### src/rtl/mult8_pkg.sv
// Shared types and constants for the sequential 8x8 multiplier.
// No logic; latency and backpressure are defined by the users of this package.
package mult8_pkg;

   localparam int OP_W   = 8;
   localparam int PROD_W = 16;
   localparam int STEPS  = 8;

   typedef enum logic [1:0] {
      IDLE = 2'd0,
      RUN  = 2'd1,
      DONE = 2'd2
   } state_t;

   // Two's-complement magnitude; 8'h80 maps to 128 read as unsigned.
   function automatic logic [OP_W-1:0] mag(input logic [OP_W-1:0] x);
      return x[OP_W-1] ? -x : x;
   endfunction

endpackage

### src/rtl/start_sync_edge.sv
// Synchronizes an async level and emits a one-cycle pulse per rising edge.
// Latency: pulse high in the cycle after edge SYNC_STAGES-1; no backpressure.
module start_sync_edge #(
   parameter int SYNC_STAGES = 2
) (
   input  logic wb_clk_i,
   input  logic wb_rst_i,
   input  logic async_i,
   output logic pulse_o
);

   logic [SYNC_STAGES-1:0] sync_q;
   logic                   hist_q;

   always_ff @(posedge wb_clk_i) begin
      if (!wb_rst_i) begin
         sync_q <= '0;
         hist_q <= 1'b0;
      end else begin
         sync_q <= {sync_q[SYNC_STAGES-2:0], async_i};
         hist_q <= sync_q[SYNC_STAGES-1];
      end
   end

   assign pulse_o = sync_q[SYNC_STAGES-1] & ~hist_q;

endmodule

### src/rtl/seq_mult8_core.sv
// Sequential 8x8 shift-add multiplier; MULT8_SIGNED_EN selects two's-complement operands.
// Latency: product and done visible after edge SYNC_STAGES+8; starts during RUN are dropped.
module seq_mult8_core
   import mult8_pkg::*;
#(
   parameter int SYNC_STAGES = 2
) (
   input  logic              wb_clk_i,
   input  logic              wb_rst_i,
   input  logic              start_i,
   input  logic [OP_W-1:0]   a_i,
   input  logic [OP_W-1:0]   b_i,
   output logic              busy_o,
   output logic              done_o,
   output logic [PROD_W-1:0] product_o
);

   state_t              state_q, state_d;
   logic                start_pulse;
   logic                load;
   logic                last_step;
   logic [2:0]          cnt_q;
   logic [OP_W-1:0]     mcand_q;
   logic [PROD_W:0]     p_q;
   logic [PROD_W-1:0]   product_q;
   logic [OP_W:0]       sum;
   logic [PROD_W:0]     p_step;
   logic [OP_W-1:0]     a_ld, b_ld;
   logic [PROD_W-1:0]   result;

   start_sync_edge #(.SYNC_STAGES(SYNC_STAGES)) u_start_sync (
      .wb_clk_i (wb_clk_i),
      .wb_rst_i (wb_rst_i),
      .async_i  (start_i),
      .pulse_o  (start_pulse)
   );

   always_ff @(posedge wb_clk_i) begin
      if (!wb_rst_i) state_q <= IDLE;
      else           state_q <= state_d;
   end

   assign last_step = (cnt_q == 3'(STEPS - 1));

   always_comb begin
      state_d = state_q;
      load    = 1'b0;
      case (state_q)
         IDLE, DONE: begin
            if (start_pulse) begin
               state_d = RUN;
               load    = 1'b1;
            end
         end
         RUN:     if (last_step) state_d = DONE;
         default: state_d = IDLE;
      endcase
   end

   // One shift-add step: conditional 9-bit add into the upper half, then shift right.
   always_comb begin
      sum    = {1'b0, p_q[PROD_W-1:OP_W]} + {1'b0, mcand_q};
      p_step = p_q[0] ? {1'b0, sum, p_q[OP_W-1:1]} : {1'b0, p_q[PROD_W:1]};
   end

`ifdef MULT8_SIGNED_EN
   logic neg_q;

   assign a_ld   = mag(a_i);
   assign b_ld   = mag(b_i);
   assign result = neg_q ? -p_step[PROD_W-1:0] : p_step[PROD_W-1:0];

   always_ff @(posedge wb_clk_i) begin
      if (!wb_rst_i)  neg_q <= 1'b0;
      else if (load)  neg_q <= a_i[OP_W-1] ^ b_i[OP_W-1];
   end
`else
   assign a_ld   = a_i;
   assign b_ld   = b_i;
   assign result = p_step[PROD_W-1:0];
`endif

   always_ff @(posedge wb_clk_i) begin
      if (!wb_rst_i) begin
         cnt_q     <= '0;
         mcand_q   <= '0;
         p_q       <= '0;
         product_q <= '0;
      end else if (load) begin
         cnt_q   <= '0;
         mcand_q <= a_ld;
         p_q     <= {{(PROD_W + 1 - OP_W){1'b0}}, b_ld};
      end else if (state_q == RUN) begin
         p_q <= p_step;
         if (last_step) begin
            cnt_q     <= '0;
            product_q <= result;
         end else begin
            cnt_q <= cnt_q + 3'd1;
         end
      end
   end

   assign busy_o    = (state_q == RUN);
   assign done_o    = (state_q == DONE);
   assign product_o = product_q;

endmodule
### config.mk
export PLATFORM = sky130hd
export DESIGN_NAME = seq_mult8_core
export DESIGN_NICKNAME = d
export VERILOG_FILES = /design/src/rtl/mult8_pkg.sv /design/src/rtl/start_sync_edge.sv /design/src/rtl/seq_mult8_core.sv
export SDC_FILE = /design/constraint.sdc
export NUM_CORES = 1
export LEC_CHECK = 0
export CAP_MARGIN = 0
export CORE_ASPECT_RATIO = 1.75
export CORE_UTILIZATION = 47
export CTS_BUF_LIST = sky130_fd_sc_hd__clkbuf_8 sky130_fd_sc_hd__clkbuf_16
export DETAILED_ROUTE_END_ITERATION = 10
export PLACE_DENSITY = 0.75
export SLEW_MARGIN = 20
export SYNTH_ARGS = -nofsm -noshare
export SYNTH_HDL_FRONTEND = slang
export SYNTH_SLANG_ARGS = --single-unit
### constraint.sdc
create_clock -name wb_clk_i -period 1.6 [get_ports wb_clk_i]
set_input_delay 0.48 -clock wb_clk_i [delete_from_list [all_inputs] [get_ports wb_clk_i]]
set_output_delay 0.48 -clock wb_clk_i [all_outputs]
set_load 0.02 [all_outputs]
==> results.txt, run 1 <==
----------------------------------------------------
[Synth]
  Number of flops mapped to enable cells by yosys ... 0
  Gate count of the mapped netlist ... 256
  Flip-flop cell with the highest count after synthesis ... sky130_fd_sc_hd__dfxtp_1
  Seq cells post-synth ... 48
  Count of warnings emitted by yosys ... 0
  Count of different cell masters after synthesis ... 41
  Seq/Total Area, Yosys ... 43.27%
  Synth area leader ... sky130_fd_sc_hd__dfxtp_1
  Synthesized area per cell ... 8.675 um2
  Leading post-synthesis cells by cell area ... sky130_fd_sc_hd__dfxtp_1, sky130_fd_sc_hd__nand2_1, sky130_fd_sc_hd__a21boi_0
  Post-Synthesis Net Count ... 286
  Post-synth ARST share ... 0%
  Leading cell type by number of instances after synthesis ... sky130_fd_sc_hd__nand2_1
  Total standard cell area after synthesis ... 0.002221 mm2
  Commonest cells in the netlist ... sky130_fd_sc_hd__nand2_1, sky130_fd_sc_hd__dfxtp_1, sky130_fd_sc_hd__a21boi_0
  Area share of the largest cell type after synthesis ... 43.27%

[Clock tree]
  Clock sink total ... 48
  Max Root-Sink Buffers ... 2
  Source-to-sink clock delay at the later pin of the worst-skew pair ... 0.30 ns
  H-tree lvl count ... 2
  Clock-pin slew of the registers on the worst-case setup and hold paths ... 0.09 ns
  Clock tree from TritonCTS ... built
  Buffer type at the clock tree root ... sky130_fd_sc_hd__clkbuf_8
  TritonCTS buffer count ... 5

[Timing]
  Worst slew slack as a fraction of its limit ... 76.89%
  RSZ-0062 raised after global routing ... true
  Slew @ Worst Pin ... 0.3448 ns
  Final Hold Vio Count ... 0
  Fin. max-slew vios ... 0
  Fin crit period ... 1.683 ns
  Min setup slack post-route ... -0.08284 ns
  Final worst-path cycle share ... 105.2%
  Fmax ... 594.2 MHz
  Final setup violation count ... 4
  Clk_skew ... 0.005120 ns

[Worst setup path]
  Required @ worst endpoint ... 1.80 ns
  Setup crit end kind ... flip-flop
  CP Max Fanout ... 3
  Startpoint of the worst-slack reg-to-reg timing path ... mcand_q[1]$_SDFFE_PN0P_
  WS Path Type ... flip-flop to flip-flop
  Crit path launch type ... flip-flop
  Critical path startpoint ... mcand_q[1]$_SDFFE_PN0P_
  Arrival time reported for the critical path endpoint ... 1.88 ns

[Floorplan]
  Rows ... 32
  Floorplan die height ... 92.94 um
  Full die area ... 0.005015 mm2
  Starting density of the core ... 49.53%
  Std-Cell Core Area ... 0.004484 mm2
  Chip width ... 53.97 um
  Io pins ... 37

[Layout]
  Final net count ... 343
  Area growth from synthesis to layout ... 35.21%
  Sequential standard cell area ... 967.2 um2
  Cell Count, Final, Fillers Out ... 365
  Diodes inserted ... 0
  Post-route standard cell area excluding fillers ... 0.003003 mm2
  Multi-input logic area ... 0.001304 mm2
  Proportion of layout cells with a drive suffix above 1 ... 20.70%
  Number of fill cells ... 380

[Routing]
  Number of design-rule violations left by the first detailed-router iteration ... 36
  Vias/cell ... 5.490
  Total Wirelength ... 5226 um
  Average wire per cell in the routed design ... 14.32 um
  Detailed Routing Iterations Pass 1 ... 4
  Post-route DRC violation count ... 0
  Detail Route Antenna Nets ... 0
  Vias post-DR ... 2004

[Global route]
  Largest net degree at the start of global routing ... 24
  First-pass GRT wire length ... 8424 um
  Antenna violations before repair ... 0
  GRT Resource Usage Total ... 23.35%
  Number of global-route vias before repair ... 1879
  Overflow left after global routing ... 0

[Place]
  Placed inst area ... 0.002795 mm2
  Detailed Place HPWL ... 3823 um
  Total placed cells including tap cells ... 356
  Weighted congestion at the end of routability-driven global placement ... 0.9435
  IO buf count ... 36
  Worst slack at placement ... -0.1559 ns

[Outcome]
  Outcome ... complete, but fails checks
  Failing checks ... setup timing

[Power]
  Leak Pwr ... 1.243 nW
  Total power after layout ... 2.261 mW
  Max IR drop VDD ... 959.7 uV
  Cell area power density ... 752.9 mW/mm2

[Hold path]
  Startpoint of the tightest hold check path ... u_start_sync.sync_q[0]$_SDFF_PN0_
  Hold crit path type ... flip-flop to flip-flop

[Run]
  Max-Cap Viols ... 0

----------------------------------------------------
-- layer usage --
| metal | vias to the layer above | share of wire [%] | GRT usage [%] |
|---|---|---|---|
| met3 | 8 | 2.2 | 4.762 |
| met2 | 35 | 56 | 41.87 |
| met1 | 964 | 40 | 25.05 |
| met5 | - | 0 | 0 |
| li1 | 997 | - | - |
| met4 | 0 | 1.8 | 8.991 |
-- area by class of cell --
cell class / instances / share of cell area (%)
clock buffer: 5 / 2.292
clock inverter: 3 / 0.7500
inverter: 7 / 0.8750
multi-input combinational: 187 / 43.42
sequential: 48 / 32.21
tap: 51 / 2.125
timing repair buffer: 64 / 18.33
-- power by group --
| group | leakage, nW | switching, mW | internal, mW |
|---|---|---|---|
| clock network | 0.0485 | 0.430 | 0.314 |
| registers | 0.391 | 0.0257 | 1.22 |
| logic | 0.803 | 0.124 | 0.142 |
| total | 1.24 | 0.580 | 1.68 |
-- critical path, cell delays in order (launching register included) --
cell and delay (ns):
sky130_fd_sc_hd__dfxtp_2 0.35, sky130_fd_sc_hd__ha_4 0.25, sky130_fd_sc_hd__a211oi_4 0.26, sky130_fd_sc_hd__o21ai_2 0.11, sky130_fd_sc_hd__o311a_1 0.34, sky130_fd_sc_hd__o31a_1 0.29
-- kinds of logic after synthesis --
family / count (synthesis) / share of synthesized area, %
buffers and inverters: 21 / 4.113
flip-flops: 48 / 43.27
adder cells (fa/ha/maj): 11 / 6.535
AND/OR/NAND/NOR: 91 / 17.92
AO/OA/AOI/OAI: 77 / 24.73
multiplexers: 5 / 2.254
XOR/XNOR: 3 / 1.183
-- state kept, by name, indices dropped and copies added (netlist names) --
name,cells
u_start_sync.sync_q,2
u_start_sync.hist_q,1
p_q,16
state_q,2
product_o,16
mcand_q,8
cnt_q,3
-- path summary, 6_finish.rpt --
kind	to	slack [ns]	cells after the start
worst max-delay path	p_q[14]$_SDFFE_PP0P_	-0.08	5
worst min-delay path	u_start_sync.sync_q[1]$_SDFF_PN0_	0.44	1
worst max register to register	p_q[14]$_SDFFE_PP0P_	-0.08	5
worst min register to register	u_start_sync.sync_q[1]$_SDFF_PN0_	0.44	1
-- placed cells by master (no fill, tap or decap), types with 5 or more instances in the layout --
master and count:
sky130_fd_sc_hd__dfxtp_1 43, sky130_fd_sc_hd__a21oi_1 10, sky130_fd_sc_hd__buf_4 27, sky130_fd_sc_hd__nand2_1 54
sky130_fd_sc_hd__clkbuf_8 5, sky130_fd_sc_hd__a21boi_0 24, sky130_fd_sc_hd__o21ai_0 8, sky130_fd_sc_hd__ha_1 5
sky130_fd_sc_hd__clkdlybuf4s50_1 18, sky130_fd_sc_hd__nor2_1 13, sky130_fd_sc_hd__dfxtp_2 5, sky130_fd_sc_hd__ha_4 5
sky130_fd_sc_hd__and2_1 5, sky130_fd_sc_hd__a22oi_1 7, sky130_fd_sc_hd__dlygate4sd2_1 16, sky130_fd_sc_hd__inv_1 6
-- stage by stage --
stage | hold WS [ns] | util, % | setup TNS (ns)
CTS | 0.4434 | 65.37 | -0.5565
detailed placement | 0.4232 | 62.33 | -0.6913
global route | 0.4760 | 66.96 | -0.7780
global placement | 0.4258 | 62.33 | -0.4609
finish | 0.4371 | 66.96 | -0.2326
floorplan | 0.4119 | - | -0.01624
-- what timing repair did --
item | in CTS | in global routing
hold buffers | 0 | 0
resized for setup | 33 | 18
pin swaps | 11 | 12
setup endpoints to repair | 26 | 17
setup buffers | 0 | 1
Power figures use the tool's default switching activity.
==> inputs of run 2 (changes only) <==
--- a/config.mk
+++ b/config.mk
@@ -7,10 +7,11 @@
 export LEC_CHECK = 0
 export CAP_MARGIN = 0
 export CORE_ASPECT_RATIO = 1.75
-export CORE_UTILIZATION = 47
+export CORE_UTILIZATION = 55
 export CTS_BUF_LIST = sky130_fd_sc_hd__clkbuf_8 sky130_fd_sc_hd__clkbuf_16
 export DETAILED_ROUTE_END_ITERATION = 10
-export PLACE_DENSITY = 0.75
+export DONT_BUFFER_PORTS = 1
+export PLACE_DENSITY = 0.73
 export SLEW_MARGIN = 20
 export SYNTH_ARGS = -nofsm -noshare
 export SYNTH_HDL_FRONTEND = slang
==> run 2 against run 1 <==
The run still ends with setup timing left. Via count fell by 5.7%. Register-to-register slack got worse by 0.03 ns. First-iteration DRC count rose by 50%. Die area fell by 14%. Worst setup slack got worse by 0.028 ns. Core utilization rose by 3.3 points. Count of clock-buffer cells in the layout did not move. Largest power group unchanged. Power fell by 5.0%. Sequential cell count did not move. Non-clock buffer count fell by 30.
==> results.txt, run 2 (synthesized netlist as in run 1, its figures left out) <==
----------------------------------------------------
[Timing]
  Slew @ Worst Pin ... 0.4564 ns (+0.1115 ns)
  Fin crit period ... 1.711 ns (+0.02826 ns)
  Final setup violation count ... 10 (+6)
  Summed negative setup slack over all endpoints ... -0.6211 ns (-0.3885 ns)
  Fmax ... 584.4 MHz (-1.7%)
  Worst slew slack as a fraction of its limit ... 69.51% (-7.4 points)
  Fin. max-slew vios ... 0 (unchanged)
  Final Hold Vio Count ... 0 (unchanged)
  Final worst-path cycle share ... 106.9% (+1.8 points)
  Min setup slack post-route ... -0.1111 ns (-0.02826 ns)
  Clk_skew ... 0.006552 ns (+0.001432 ns)
  RSZ-0062 raised after global routing ... true

[Global route]
  Overflow left after global routing ... 0 (unchanged)
  GRT Resource Usage Total ... 25.54% (+2.2 points)
  Antenna violations before repair ... 0 (unchanged)
  First-pass GRT wire length ... 8204 um (-2.6%)
  Number of global-route vias before repair ... 1851 (-1.5%)
  Largest net degree at the start of global routing ... 40 (+67%)

[Routing]
  Vias post-DR ... 1890 (-5.7%)
  Total Wirelength ... 5226 um (unchanged)
  Vias/cell ... 5.710 (+4.0%)
  Detail Route Antenna Nets ... 0 (unchanged)
  Number of design-rule violations left by the first detailed-router iteration ... 54 (+50%)
  Detailed Routing Iterations Pass 1 ... 4 (unchanged)
  Post-route DRC violation count ... 0 (unchanged)
  Average wire per cell in the routed design ... 15.79 um (+10%)

[Outcome]
  Outcome ... complete, but fails checks
  Failing checks ... setup timing

[Power]
  Total power after layout ... 2.147 mW (-5.0%)
  Switch Pwr ... 0.5193 mW (-11%)
  Portion of total power attributed to sequential cells ... 58.3% (+3.0 points)
  Share of total power consumed by net switching ... 24.19% (-1.5 points)
  Cell internal power dissipation ... 1.628 mW (-3.2%)
  Max IR drop VDD ... 851.8 uV (-11%)
  Relative contribution of combinational cells to total power ... 10.4% (-1.4 points)
  Cell area power density ... 790.0 mW/mm2 (+4.9%)
  Clock power share ... 31.3% (-1.6 points)
  Leak Pwr ... 1.057 nW (-15%)

[Clock tree]
  Clock-pin slew of the registers on the worst-case setup and hold paths ... 0.08 ns (about the same)
  Max Root-Sink Buffers ... 2 (unchanged)
  TritonCTS buffer count ... 5 (unchanged)
  Clock sink total ... 48 (unchanged)
  Source-to-sink clock delay at the later pin of the worst-skew pair ... 0.30 ns (about the same)
  Buffer type at the clock tree root ... sky130_fd_sc_hd__clkbuf_8
  Clock tree from TritonCTS ... built
  H-tree lvl count ... 2 (unchanged)

[Layout]
  Proportion of layout cells with a drive suffix above 1 ... 26.15% (+5.4 points)
  Diodes inserted ... 0 (unchanged)
  Final Core Density ... 70.29% (+3.3 points)
  Commonest cells after routing, fill and taps aside ... sky130_fd_sc_hd__nand2_1, sky130_fd_sc_hd__dfxtp_1, sky130_fd_sc_hd__buf_4
  Most frequent standard cell in the layout excluding fill and tap cells ... sky130_fd_sc_hd__nand2_1
  Area growth from synthesis to layout ... 22.37%
  Final net count ... 313 (-8.7%)

[Worst setup path]
  Setup crit end kind ... flip-flop
  Critical-path cell with the highest stage delay ... sky130_fd_sc_hd__dfxtp_2
  WS Path Type ... flip-flop to flip-flop
  CP cell instances ... ha_4 > o211ai_2 > o21ai_2 > buf_4 > nand4_1 > o311a_1 > o31a_1
  Arrival time reported for the critical path endpoint ... 1.90 ns (+0.02 ns)
  CP Max Fanout ... 3 (unchanged)
  Delay of the slowest critical-path stage ... 0.35 ns (about the same)
  Crit path launch type ... flip-flop
  Required @ worst endpoint ... 1.79 ns (about the same)
  Family of cells with the greatest summed delay on the critical path ... compound AO/OA/AOI/OAI gates
  CP Buf/Inv Count ... 1 (+1)

[Place]
  IO buf count ... 0 (-100%)
  Weighted congestion at the end of routability-driven global placement ... 0.8405 (-11%)
  Worst slack at placement ... -0.1218 ns (+0.03413 ns)
  Detailed Place HPWL ... 3730 um (-2.4%)

[Run]
  Max-Cap Viols ... 0 (unchanged)

[Floorplan]
  Chip width ... 50.04 um (-7.3%)
  Starting density of the core ... 57.44% (+7.9 points)
  Floorplan die height ... 86.06 um (-7.4%)
  Full die area ... 0.004306 mm2 (-14%)
  Std-Cell Core Area ... 0.003866 mm2 (-14%)
  Rows ... 30 (-6.3%)
  Io pins ... 37 (unchanged)

[Hold path]
  Hold crit path type ... input port to flip-flop

----------------------------------------------------
run 2: cell type report:
class	instances	area, um2
clock buffers	5	68.82
fillers	317	1149
repair buffers	34	262.8
clock inverters	2	8.758
inverters	7	28.78
flip-flops and latches	48	972.2
multi-input cells	187	1316
well taps	48	60.06
run 2: layer usage:
layer / up-vias / GRT usage, % / share of wire [%]
li1: 948 / - / -
met1: 889 / 27.32 / 40
met2: 45 / 47.03 / 55
met3: 8 / 4.610 / 3.5
met4: 0 / 11.17 / 1.9
met5: - / 0 / 0
run 2: through the flow:
stage	area, um2	instances	hold slack, ns
2_1_floorplan	2233	256	0.4119
3_3_place_gp	2446	319	0.4164
3_5_place_dp	2446	319	0.4237
4_1_cts	2614	329	0.2899
5_1_grt	2718	331	0.2864
6_report	2718	331	0.2962
run 2: final timing paths:
| path | from | endpoint | depth (start not counted) | slack [ns] |
|---|---|---|---|---|
| worst min register to register | u_start_sync.sync_q[0]$_SDFF_PN0_ | u_start_sync.sync_q[1]$_SDFF_PN0_ | 1 | 0.44 |
| worst max register to register | p_q[11]$_SDFFE_PP0P_ | p_q[14]$_SDFFE_PP0P_ | 7 | -0.11 |
| worst min-delay path | wb_rst_i | u_start_sync.sync_q[0]$_SDFF_PN0_ | 1 | 0.30 |
| worst max-delay path | p_q[11]$_SDFFE_PP0P_ | p_q[14]$_SDFFE_PP0P_ | 7 | -0.11 |
run 2: repair_timing:
action                                  in CTS  in global routing
setup buffers                                3                  2
pin swaps                                   18                 11
endpoints found under the setup margin      10                 17
hold buffers                                 0                  0
resized for setup                           16                 18
run 2: power by group through the flow:
stage | Clock (mW) | Sequential [mW] | Combinational, mW
after global routing | 0.736 | 1.25 | 0.243
after CTS | 0.697 | 1.25 | 0.201
after detailed placement | 0 | 1.27 | 0.189
final | 0.673 | 1.25 | 0.223
after floorplan | 0 | 1.27 | 0.132
after global placement | 0 | 1.27 | 0.185
run 2: worst reg2reg max path, stage by stage, from the launching register on:
cell	delay (ns)
sky130_fd_sc_hd__dfxtp_2	0.35
sky130_fd_sc_hd__ha_4	0.27
sky130_fd_sc_hd__o211ai_2	0.09
sky130_fd_sc_hd__o21ai_2	0.20
sky130_fd_sc_hd__buf_4	0.14
sky130_fd_sc_hd__nand4_1	0.09
sky130_fd_sc_hd__o311a_1	0.17
sky130_fd_sc_hd__o31a_1	0.29
==> patch 1: new RTL, config.mk and constraints of run 2 <==
The option `MULT8_SIGNED_EN` is turned on by a define.
--- a/src/rtl/seq_mult8_core.sv
+++ b/src/rtl/seq_mult8_core.sv
@@ -2,2 +2,4 @@
 // Latency: product and done visible after edge SYNC_STAGES+8; starts during RUN are dropped.
+`define MULT8_SIGNED_EN
+
 module seq_mult8_core
Check against the original RTL: no difference found for any inputs over 10 cycles, from zero or initial values and one cycle with wb_rst_i low; that may be too few to reach the edited logic, so the function may still have changed.
==> patch 1 against run 2 <==
The flow still finishes with violations (negative setup slack); sequential share of layout area fell by 10 points; sequential power rose by 3%; design area rose by 44%; sequential cell count rose by 1; fmax fell by 29%; first-iteration DRC count rose by 110%; cell count rose by 40%; synthesized cell count rose by 41%; routed wire length rose by 54%; worst setup slack got worse by 0.69 ns; via count rose by 49%; highest routed layer unchanged; total power rose by 25%; area after synthesis rose by 30%.
==> patch 1: results (changes against run 2) <==
[logic_synthesis]
ys_top_cells_by_count = 51 x nor2_1, 49 x dfxtp_1, 42 x nand2_1  ; was 54 x nand2_1, 48 x dfxtp_1, 25 x a21boi_0
synthDistinctLibCells = 56  ; was 41
synth_area_per_cell_um2 = 7.994  ; was 8.675 µm²
yosys.area_share.adder_pct = 6.348  ; was 6.535%
synth_mux_area_share_pct = 2.435  ; was 2.254%
synth_compound_area_share_pct = 19.96  ; was 24.73%

[power_and_ir_drop]
vdd_drop_max_mv = 0.6167  ; was 0.8518 mV
p_comb_w = 0.000661  ; was 0.000223 W
power_density_nw_per_um2 = 688.3  ; was 790.0 nW/µm²
leakagePower_nw = 1.498  ; was 1.057 nW

[setup_path]
regToRegEndpoint = product_o[15]  ; was p_q[14]
r2r-start = p_q[8]  ; was p_q[11]

[timing]
whs_ns = 0.3091  ; was 0.2962 ns
setup_viol = 18  ; was 10
relSlewSlack_pct = 73.25  ; was 69.51%
fin_ws_ns = -0.8012  ; was -0.1111 ns
skew_ns = 0.01239  ; was 0.006552 ns

[place]
dp.final_hpwl_um = 5380  ; was 3730 µm
placed_area_um2 = 3425  ; was 2446 µm²

[detailed_routing]
wl_per_cell_um = 17.37  ; was 15.79 µm
drt_wl_total_um = 8042  ; was 5226 µm
wl_met3_um = 304  ; was 182 µm
wl_met1_um = 2879  ; was 2082 µm

[grt]
grtUsageMet2_pct = 54.76  ; was 47.03%

[run_status]
status = finished, violations left  ; unchanged
violations = negative setup slack  ; unchanged

[layout]
drive_above_1_share_pct = 34.23  ; was 26.15%

[patch 1: cell count changes in the layout (fill, tap and decap cells not counted), moves of 8 or more]
cell / run 2 / this run
a211oi_1: 1 / 15
a21boi_0: 24 / 0
a21oi_1: 10 / 18
buf_4: 32 / 54
nand2_1: 54 / 38
nor2_1: 13 / 49
xnor2_1: 1 / 9
xor2_1: 1 / 12
[patch 1: critical path, cell delays in order, from the launching register on]
cell and delay [ns]:
dfxtp_4 0.37, ha_4 0.15, inv_2 0.04, fa_2 0.38
nor2b_4 0.18, o31ai_4 0.08, xnor2_2 0.16, a2111o_1 0.43
o41ai_4 0.25, xor2_1 0.18, a21oi_1 0.07
[patch 1: cells by family (layout without fill, tap and decap cells)]
group | count (synthesis) | after routing
muxes | 7 | 7
xor gates and xnor gates | 24 | 24
buffers and inverters | 35 | 84
and+or+nand+nor | 149 | 149
AOI/OAI and AO/OA | 82 | 82
adders and majority gates | 14 | 14
DFF | 49 | 49
[patch 1: worst max path at each step]
stage | to | slack [ns] | depth (start not counted)
after floorplan | product_o[13] | -0.63 | 9
after global placement | product_o[15] | -0.70 | 10
after detailed placement | product_o[15] | -0.80 | 10
after CTS | product_o[15] | -0.75 | 10
after global routing | product_o[15] | -0.89 | 10
final | product_o[15] | -0.80 | 10
[patch 1: layout make-up]
class / instances / area share, %
clock buffer: 6 / 2.115
clock inverter: 2 / 0.1923
inverter: 13 / 1.314
tap: 54 / 1.731
multi-input combinational: 276 / 55.61
timing repair buffer: 63 / 13.43
sequential: 49 / 25.61
[patch 1: timing repair]
action,in CTS,in global routing
pin swaps,14,19
gates resized for setup,38,37
endpoints found under the setup margin,18,19
buffers inserted,6,4
==> patch 2: new RTL, flow settings as in run 2 <==
Without the edit above. Register the input `start_i` before use, without a reset. The logic sees it one clock later. The other inputs are not delayed to match.
--- a/src/rtl/seq_mult8_core.sv
+++ b/src/rtl/seq_mult8_core.sv
@@ -17,2 +17,8 @@
 
+   logic start_q;
+
+   always_ff @(posedge wb_clk_i) begin
+      start_q <= start_i;
+   end
+
    state_t              state_q, state_d;
@@ -33,3 +39,3 @@
       .wb_rst_i (wb_rst_i),
-      .async_i  (start_i),
+      .async_i  (start_q),
       .pulse_o  (start_pulse)
Check against the original RTL: not equivalent (a bounded check fails within 4 cycles, from zero or initial values and one cycle with wb_rst_i low).
==> patch 2 against run 2 <==
The flow still finishes with violations (negative setup slack); fmax is 0.62% higher; total power rose by 9.8%; routed wire length is 2.7% lower; worst setup slack improved by 0.010 ns; sequential share of layout area rose by 1.4 points; sequential cell count is 1 higher; non-clock buffer count shrank 9; design area shrank 2.2%; area after synthesis rose by 0.90%; critical path type unchanged; largest cell class unchanged.
==> patch 2: results (changes against run 2) <==
[worst_hold_path]
worstHoldStart = start_i  ; was wb_rst_i
min_to = start_q  ; was u_start_sync.sync_q[0]

[logic_synthesis]
ys_top_cells_by_count = 54 x nand2_1, 49 x dfxtp_1, 25 x a21boi_0  ; was 54 x nand2_1, 48 x dfxtp_1, 25 x a21boi_0
synth_area_per_cell_um2 = 8.719  ; was 8.675 µm²
syn-num-nets = 287  ; was 286
synth_area_leaders = dfxtp_1 44%, nand2_1 9.0%, a21boi_0 8.4%  ; was dfxtp_1 43%, nand2_1 9.1%, a21boi_0 8.5%
synth-seq-area-share_pct = 43.77  ; was 43.27%

[detailed_routing]
wl_met3_um = 205  ; was 182 µm
routed-wl-met2_um = 2765  ; was 2861 µm
via_count = 1885  ; was 1890
wl_met1_um = 1967  ; was 2082 µm
dr.first_iter.drc_count = 39  ; was 54
wl_per_cell_um = 15.69  ; was 15.79 µm
drt_wl_total_um = 5085  ; was 5226 µm

[run_status]
violations = negative setup slack  ; unchanged
status = finished, violations left  ; unchanged

[setup_path]
regToRegEndpoint = product_o[15]  ; was p_q[14]
cp_max_fo = 2  ; was 3
r2r-start = mcand_q[0]  ; was p_q[11]

[place]
place_inst = 316  ; was 319
dp.final_hpwl_um = 3729  ; was 3730 µm
gp_congestion = 0.9534  ; was 0.8405

[timing]
skew_ns = 0.004473  ; was 0.006552 ns
fin_ws_ns = -0.1006  ; was -0.1111 ns
setup_viol = 8  ; was 10
relSlewSlack_pct = 70.75  ; was 69.51%

[power_and_ir_drop]
leakagePower_nw = 1.027  ; was 1.057 nW
vdd_drop_max_mv = 0.6588  ; was 0.8518 mV

[layout]
drive_above_1_share_pct = 21.38  ; was 26.15%
nFillCells = 341  ; was 317
final_nets = 305  ; was 313

[grt]
grt_first_pass_wirelength_um = 8286  ; was 8204 µm
use_met3_pct = 5.965  ; was 4.610%
grtUsageMet2_pct = 46.79  ; was 47.03%
use_met1_pct = 25.55  ; was 27.32%

[clock_network]
cts_setup_buffers = 0  ; was 3

patch 2: final cells by class:
cell class	instances	area (µm²)	share of cell area, %
Clock inverter	3	42.54	1.601
Inverter	7	26.28	0.9887
Multi-Input combinational cell	187	1272	47.88
Timing Repair Buffer	25	200.2	7.533
Tap cell	48	60.06	2.260
Clock buffer	5	68.82	2.589
Sequential cell	49	987.2	37.15
patch 2: logic make-up after synthesis:
logic type	Yosys count	synth area share, %
flops	49	43.77
xor+xnor	3	1.173
fa+ha+maj	11	6.477
mux	5	2.233
compound gates	77	24.51
simple gates	91	17.76
buf+inv	21	4.076
patch 2: timing repair:
item	in CTS	in global routing
pin swaps	15	8
resized for setup	12	10
setup endpoints to repair	11	14
gates cloned	0	0
patch 2: through the flow:
step	area (µm²)	TNS, ns	setup WS, ns	hold slack (ns)	total power, W
CTS	2609	-0.6449	-0.1232	0.1911	0.002363
detailed placement	2449	-0.6948	-0.1248	0.4260	0.001491
global placement	2449	-0.3363	-0.1058	0.4180	0.001486
global route	2658	-1.151	-0.1924	0.1788	0.002447
floorplan	2253	-0.02821	-0.01591	0.4119	0.001424
finish	2658	-0.4539	-0.1006	0.1938	0.002357
patch 2: worst max-delay path by stage:
stage	start	end	slack, ns	depth (start not counted)
global route	p_q[8]	p_q[11]	-0.19	8
CTS	mcand_q[0]	p_q[11]	-0.12	8
global placement	p_q[8]	product_o[15]	-0.11	8
detailed placement	p_q[8]	product_o[15]	-0.12	8
finish	mcand_q[0]	product_o[15]	-0.10	8
floorplan	p_q[8]	p_q[11]	-0.02	8
patch 2: power by group:
part | switching (W) | total, W | internal [W]
Sequential | 0.0000248 | 0.00128 | 0.00125
Combinational | 0.000106 | 0.000206 | 0.0000998
Clock | 0.000413 | 0.000876 | 0.000463
Total | 0.000544 | 0.00236 | 0.00181
